==> config.mk <==
export PLATFORM = sky130hd
export DESIGN_NAME = regfile_scoreboard
export DESIGN_NICKNAME = d
export VERILOG_FILES = /design/src/rtl/regfile_pkg.sv /design/src/rtl/scoreboard.sv /design/src/rtl/regfile_scoreboard.sv
export SDC_FILE = /design/constraint.sdc
export NUM_CORES = 2
export LEC_CHECK = 0
export BUFFER_PORTS_ARGS = -buffer_cell sky130_fd_sc_hd__buf_4
export CAP_MARGIN = 30
export CORE_MARGIN = 1.5
export CORE_UTILIZATION = 35
export CTS_CLUSTER_DIAMETER = 80
export DETAILED_ROUTE_END_ITERATION = 6
export PLACE_DENSITY = 0.59
export SLEW_MARGIN = 15
export SYNTH_ARGS = -nofsm -noshare
export SYNTH_HDL_FRONTEND = slang
export SYNTH_HIERARCHICAL = 1
export SYNTH_SLANG_ARGS = --single-unit
==> constraint.sdc <==
create_clock -name clk -period 5.02 [get_ports clk]
set_clock_uncertainty 0.1 [all_clocks]
set_input_delay 0.251 -clock clk [delete_from_list [all_inputs] [get_ports clk]]
set_output_delay 0.251 -clock clk [all_outputs]
set_load 0.005 [all_outputs]
==> src/rtl/regfile_pkg.sv <==
// Shared constants and types for the architectural register file and its
// busy-bit scoreboard.
package regfile_pkg;

    localparam int XLEN       = 32;
    localparam int NREGS      = 32;
    localparam int REG_ADDR_W = 5;

    typedef logic [REG_ADDR_W-1:0] reg_addr_t;

    localparam reg_addr_t ZERO_REG = 5'd0;

endpackage

==> src/rtl/scoreboard.sv <==
// Busy-bit scoreboard: one bit per architectural register marking an
// in-flight producer, plus a running count of busy registers.
// x0 can never be marked busy.
module scoreboard
    import regfile_pkg::reg_addr_t;
    import regfile_pkg::ZERO_REG;
#(
    parameter int NREGS = regfile_pkg::NREGS
) (
    input  logic             clk,
    input  logic             reset_n,
    input  logic             set_en,
    input  reg_addr_t        set_addr,
    input  logic             clr_en,
    input  reg_addr_t        clr_addr,
    output logic [NREGS-1:0] busy,
    output logic [5:0]       busy_count
);

    logic             set_valid;
    logic             clr_valid;
    logic [NREGS-1:0] set_mask;
    logic [NREGS-1:0] clr_mask;
    logic [NREGS-1:0] busy_next;
    logic             count_inc;
    logic             count_dec;

    assign set_valid = set_en && (set_addr != ZERO_REG);
    assign clr_valid = clr_en && (clr_addr != ZERO_REG);

    // Decode the set/clear requests into one-hot masks (bit 0 never set).
    always_comb begin
        // NOTE: every combinational output gets a default first so no path leaves it unassigned (no latch).
        set_mask = '0;
        clr_mask = '0;
        for (int r = 1; r < NREGS; r++) begin
            set_mask[r] = set_valid && (set_addr == reg_addr_t'(r));
            clr_mask[r] = clr_valid && (clr_addr == reg_addr_t'(r));
        end
    end

    // Set wins over clear: a new producer issued in the same cycle as the
    // old producer's writeback owns the register.
    assign busy_next = (busy & ~clr_mask) | set_mask;

    // Count only real transitions: a set of an already-busy register, a
    // clear of an idle one, or a same-register set+clear change nothing.
    assign count_inc = set_valid && !busy[set_addr];
    assign count_dec = clr_valid && busy[clr_addr] &&
                       !(set_valid && (set_addr == clr_addr));

    // Busy vector and count state.
    always_ff @(posedge clk or negedge reset_n) begin
        // NOTE: sequential state uses non-blocking assignments so every flop samples pre-edge values.
        if (!reset_n) begin
            busy       <= '0;
            busy_count <= '0;
        end else begin
            busy       <= busy_next;
            busy_count <= busy_count + 6'(count_inc) - 6'(count_dec);
        end
    end

    a_zero_never_busy: assert property (
        @(posedge clk) disable iff (!reset_n) !busy[0]);

    a_count_matches: assert property (
        @(posedge clk) disable iff (!reset_n) busy_count == 6'($countones(busy)));

    a_count_range: assert property (
        @(posedge clk) disable iff (!reset_n) busy_count <= 6'(NREGS - 1));

endmodule

==> src/rtl/regfile_scoreboard.sv <==
// Architectural register file (x0..x31) with combinational read ports,
// same-cycle writeback bypass and a busy-bit scoreboard that stalls issue on
// RAW and WAW hazards.
module regfile_scoreboard
    import regfile_pkg::reg_addr_t;
    import regfile_pkg::ZERO_REG;
#(
    parameter int XLEN  = regfile_pkg::XLEN,
    parameter int NREGS = regfile_pkg::NREGS
) (
    input  logic            clk,
    input  logic            reset_n,
    input  logic            reg_wr_en,
    input  reg_addr_t       reg_wr_addr,
    input  logic [XLEN-1:0] wr_data,
    input  reg_addr_t       rs1_addr,
    input  reg_addr_t       rs2_addr,
    output logic [XLEN-1:0] rs1_data,
    output logic [XLEN-1:0] rs2_data,
    output logic            rs1_ready,
    output logic            rs2_ready,
    input  logic            issue_en,
    input  logic            issue_has_rd,
    input  reg_addr_t       issue_rd,
    output logic            issue_stall,
    output logic [5:0]      busy_count
);

    logic [XLEN-1:0]  regs [NREGS];
    logic [NREGS-1:0] busy;
    logic             rs1_hit;
    logic             rs2_hit;
    logic             wb_hit_rd;
    logic             issue_accept;

    // Register array: writeback writes regardless of busy state; x0 is never written.
    always_ff @(posedge clk or negedge reset_n) begin
        if (!reset_n) begin
            // NOTE: this array is reset because architectural registers must read 0 after reset; plain RAMs normally are not.
            for (int i = 0; i < NREGS; i++) begin
                regs[i] <= '0;
            end
        end else if (reg_wr_en && (reg_wr_addr != ZERO_REG)) begin
            regs[reg_wr_addr] <= wr_data;
        end
    end

    assign rs1_hit = reg_wr_en && (reg_wr_addr == rs1_addr) && (rs1_addr != ZERO_REG);
    assign rs2_hit = reg_wr_en && (reg_wr_addr == rs2_addr) && (rs2_addr != ZERO_REG);

    // Source port 1: bypass the in-flight writeback, else read the array.
    always_comb begin
        rs1_data = '0;
        if (rs1_hit) begin
            rs1_data = wr_data;
        end else if (rs1_addr != ZERO_REG) begin
            rs1_data = regs[rs1_addr];
        end
    end

    // Source port 2: same structure as port 1.
    always_comb begin
        rs2_data = '0;
        if (rs2_hit) begin
            rs2_data = wr_data;
        end else if (rs2_addr != ZERO_REG) begin
            rs2_data = regs[rs2_addr];
        end
    end

    // A busy source is still usable when its producer writes back this cycle.
    assign rs1_ready = !busy[rs1_addr] || rs1_hit;
    assign rs2_ready = !busy[rs2_addr] || rs2_hit;

    // WAW is resolved when the old producer retires in the same cycle.
    assign wb_hit_rd = reg_wr_en && (reg_wr_addr == issue_rd);

    assign issue_stall = issue_en &&
                         (!rs1_ready || !rs2_ready ||
                          (issue_has_rd && (issue_rd != ZERO_REG) &&
                           busy[issue_rd] && !wb_hit_rd));

    assign issue_accept = issue_en && !issue_stall;

    scoreboard #(
        .NREGS (NREGS)
    ) u_scoreboard (
        .clk        (clk),
        .reset_n    (reset_n),
        .set_en     (issue_accept && issue_has_rd),
        .set_addr   (issue_rd),
        .clr_en     (reg_wr_en),
        .clr_addr   (reg_wr_addr),
        .busy       (busy),
        .busy_count (busy_count)
    );

endmodule
==> impl_metrics.env <==
export IMPL_critPathRequiredTime_ns=5.53
export IMPL_global_route_wire_length_before_repair_um=261000
export IMPL_cts_root_to_sink_buffers=3
export IMPL_grt_antenna_before_repair=11
export IMPL_layout_core_utilization_pct=40.4
export IMPL_detail_route_vias_per_cell=5.94
export IMPL_finalMaxSlewViolations=0
export IMPL_post_dp_hpwl_um=105000
export IMPL_mappedNetlistNets=3688
export IMPL_die_height_um=409
export IMPL_htree_num_levels=3
export IMPL_globalplace_congestion=0.819
export IMPL_post_route_drc_count=0
export IMPL_cts_root_buf="clkbuf_16"
export IMPL_max_cap_violations=0
export IMPL_final_setup_tns_ns=0
export IMPL_post_route_min_period_ns=4.38
export IMPL_worst_endpoint_arrival_ns=4.89
export IMPL_most_used_dff_post_synth="dfrtp_1"
export IMPL_clkSinkCount=1061
export IMPL_ant_nets=0
export IMPL_rr_worst_depth=18
export IMPL_buffer_ports_inserted=129
export IMPL_cts_repair_resized=0
export IMPL_area_growth_syn_to_layout_pct=14.2
export IMPL_power_ir_vdd_worst_mv=0.304
export IMPL_count_of_yosys_warnings_during_synthesis=6
export IMPL_regToRegStartpoint="u_scoreboard/busy[14]"
export IMPL_vias=34900
export IMPL_worst_skew_pair_late_latency_ns=0.74
export IMPL_die_area_sq_um=167000
export IMPL_initial_utilization_pct=35.4
export IMPL_ctsHoldBuffers=47
export IMPL_dr_pass1_iters=6
export IMPL_post_place_instance_area_sq_um=61300
export IMPL_cts_buffers=113
export IMPL_post_synth_cell_area_avg_sq_um=15.9
export IMPL_worstSetupStartpointType="flop"
export IMPL_largest_net_degree_at_the_start_of_global_routing=141
export IMPL_synth_ff_latch_count=1061
export IMPL_fin_nets=3674
export IMPL_ys_seq_area_share_pct=46.0
export IMPL_hold_viol=0
export IMPL_timing_final_crit_share_pct=87.2
export IMPL_design_core_area_sq_um=163000
export IMPL_slew_headroom_pct=32.3
export IMPL_yosysUniqueCellTypes=54
export IMPL_synth_cells=3624
export IMPL_reg2reg_setup_slack_ns=0.64
export IMPL_number_of_standard_cells_in_the_layout_taps_in_and_fillers_out=5884
export IMPL_setup_viol=0
export IMPL_netlist_area_sq_um=57700
export IMPL_totalPowerFinal_mw=26.3
export IMPL_synth_edff_count=0
export IMPL_io_pins=130
export IMPL_finalWirelength_um=178000
export IMPL_clock_tree_from_tritoncts="done"
export IMPL_first_global_vias=36000
export IMPL_groute_usage_overall_pct=21.3
export IMPL_first_iter_violations=3182
export IMPL_grt_remaining_overflow=0
export IMPL_die_width_um=409
export IMPL_layout_cell_area_non_filler_sq_um=65900
export IMPL_avgRoutedWirePerCell_um=30.2
export IMPL_run_status="finished, final reports clean"
export IMPL_fmaxAchievable_mhz=229
export IMPL_dp_cells=5622
export IMPL_synth_async_sr_flop_share_pct=100
export IMPL_cp_class="flop to flop"
export IMPL_rsz0062_at_grt="no"
export IMPL_rr_endpoint="u_scoreboard/busy_count[4]"
export IMPL_crit_fanout=7
export IMPL_hold_class="primary input to asynchronous set/reset pin"
export IMPL_tightestPinTransition_ns=1.01
export IMPL_clk_pin_slew_worst_paths_ns=0.06
export IMPL_power_density_nw_per_um2=399
export IMPL_critical_path_endpoint_type="flop"
export IMPL_cts_post_setup_buffers_inserted=0
export IMPL_power_static_leakage_nw=27.8
export IMPL_final_layout_size_suffix_gt1_share_pct=57.9
export IMPL_core_rowCount=148
## stage by stage
step | worst slack (ns) | hold WS [ns]
2_1_floorplan | 0.481 | -0.145
3_3_place_gp | 0.498 | 0.241
3_5_place_dp | 0.497 | 0.238
4_1_cts | 0.662 | 0.00470
5_1_grt | 0.399 | 0.0754
6_report | 0.645 | 0.0286
## power by group
group | switching (mW) | internal [mW]
registers | 1.15 | 10.2
logic | 2.20 | 3.57
clock network | 3.69 | 5.48
## cell usage after synthesis, types with 10 or more instances
cell      instances  area, sq um
nand3_1          15         75.1
o21ai_0          92          460
inv_1            16         60.1
nor2_1           24         90.1
xor2_1           10         87.6
dfrtp_1        1061        26600
mux2i_1          78          781
buf_2            99          495
buf_1            66          248
xnor2_1          14          123
mux2_2          997        11200
nand2_1         101          379
clkbuf_1        234          878
o21ai_1          32          160
mux4_2          673        15200
## worst max path at each step
stage / start / endpoint / slack, ns / cells past startpoint
final: u_scoreboard/busy[14] / u_scoreboard/busy_count[4] / 0.64 / 18
after CTS: u_scoreboard/busy[14] / u_scoreboard/busy_count[4] / 0.66 / 18
after floorplan: rs2_addr[0] / u_scoreboard/busy_count[5] / 0.48 / 18
after global routing: u_scoreboard/busy[11] / u_scoreboard/busy_count[4] / 0.40 / 17
after global placement: issue_rd[0] / u_scoreboard/busy_count[4] / 0.50 / 19
after detailed placement: issue_rd[0] / u_scoreboard/busy_count[4] / 0.50 / 19
## registers in the layout, indices dropped and copies added (netlist names)
register and flops:
u_scoreboard/busy 31, u_scoreboard/busy_count 6, regs 1024
## cell families (layout without fill, tap and decap cells)
kind of cell	Yosys count	after routing	synth area share [%]
multiplexers	1750	1750	47.2
flip-flops	1061	1061	46.0
buffers and inverters	431	515	3.16
AND/OR/NAND/NOR	195	195	1.60
AO/OA/AOI/OAI	155	155	1.49
XOR/XNOR	24	24	0.364
adder cells (fa/ha/maj)	7	7	0.165
other	1	2	0.00650
## cell usage in the layout, fill, tap and decap left out, types with 6 or more instances in the layout
master	Yosys	routed
nand2_4	0	15
nand3b_1	6	6
mux4_2	673	673
dlygate4sd3_1	0	47
nor3b_1	6	6
buf_12	0	21
bufinv_16	0	16
mux2i_1	78	78
xor2_1	10	10
clkinv_2	0	26
buf_4	9	193
clkbuf_8	0	29
dfrtp_1	1061	1061
nand2_1	101	86
clkinvlp_4	0	6
nor2b_1	9	9
ha_1	6	6
inv_1	16	16
xnor2_1	14	14
o21ai_1	32	32
nand3_1	15	15
mux2_2	997	997
nor2_4	0	16
clkbuf_1	234	15
clkbuf_16	0	116
buf_16	0	17
nor2_1	24	8
o21ai_0	92	92
## area by class of cell
| cell class | count | area, sq um |
|---|---|---|
| fillers | 14700 | 97200 |
| well taps | 2175 | 2720 |
| repair buffers | 285 | 2910 |
| diodes | 1 | 2.50 |
| clock buffers | 160 | 3360 |
| flip-flops and latches | 1061 | 26600 |
| clock inverters | 53 | 737 |
| multi-input cells | 2132 | 29600 |
| inverters | 17 | 65.1 |
## routing by layer
layer | wire length (um) | GRT usage [%]
met1 | 77500 | 30.1
met2 | 82800 | 33.1
met3 | 11900 | 4.04
met4 | 5500 | 6.90
met5 | 69 | 0
## critical path: stages (launching register included)
cell,delay [ns]
dfrtp_1,0.44
mux4_2,0.49
mux2_2,0.27
nand2_1,0.06
o31ai_1,0.08
o211ai_1,0.22
and4_1,0.36
o31ai_1,0.13
or4_1,0.54
and4_1,0.20
ha_1,0.27
inv_1,0.06
ha_1,0.16
inv_1,0.06
fa_1,0.42
inv_1,0.07
a21o_1,0.11
a21oi_1,0.07
xnor2_1,0.13
No activity file was read; power rests on OpenSTA's default activity.
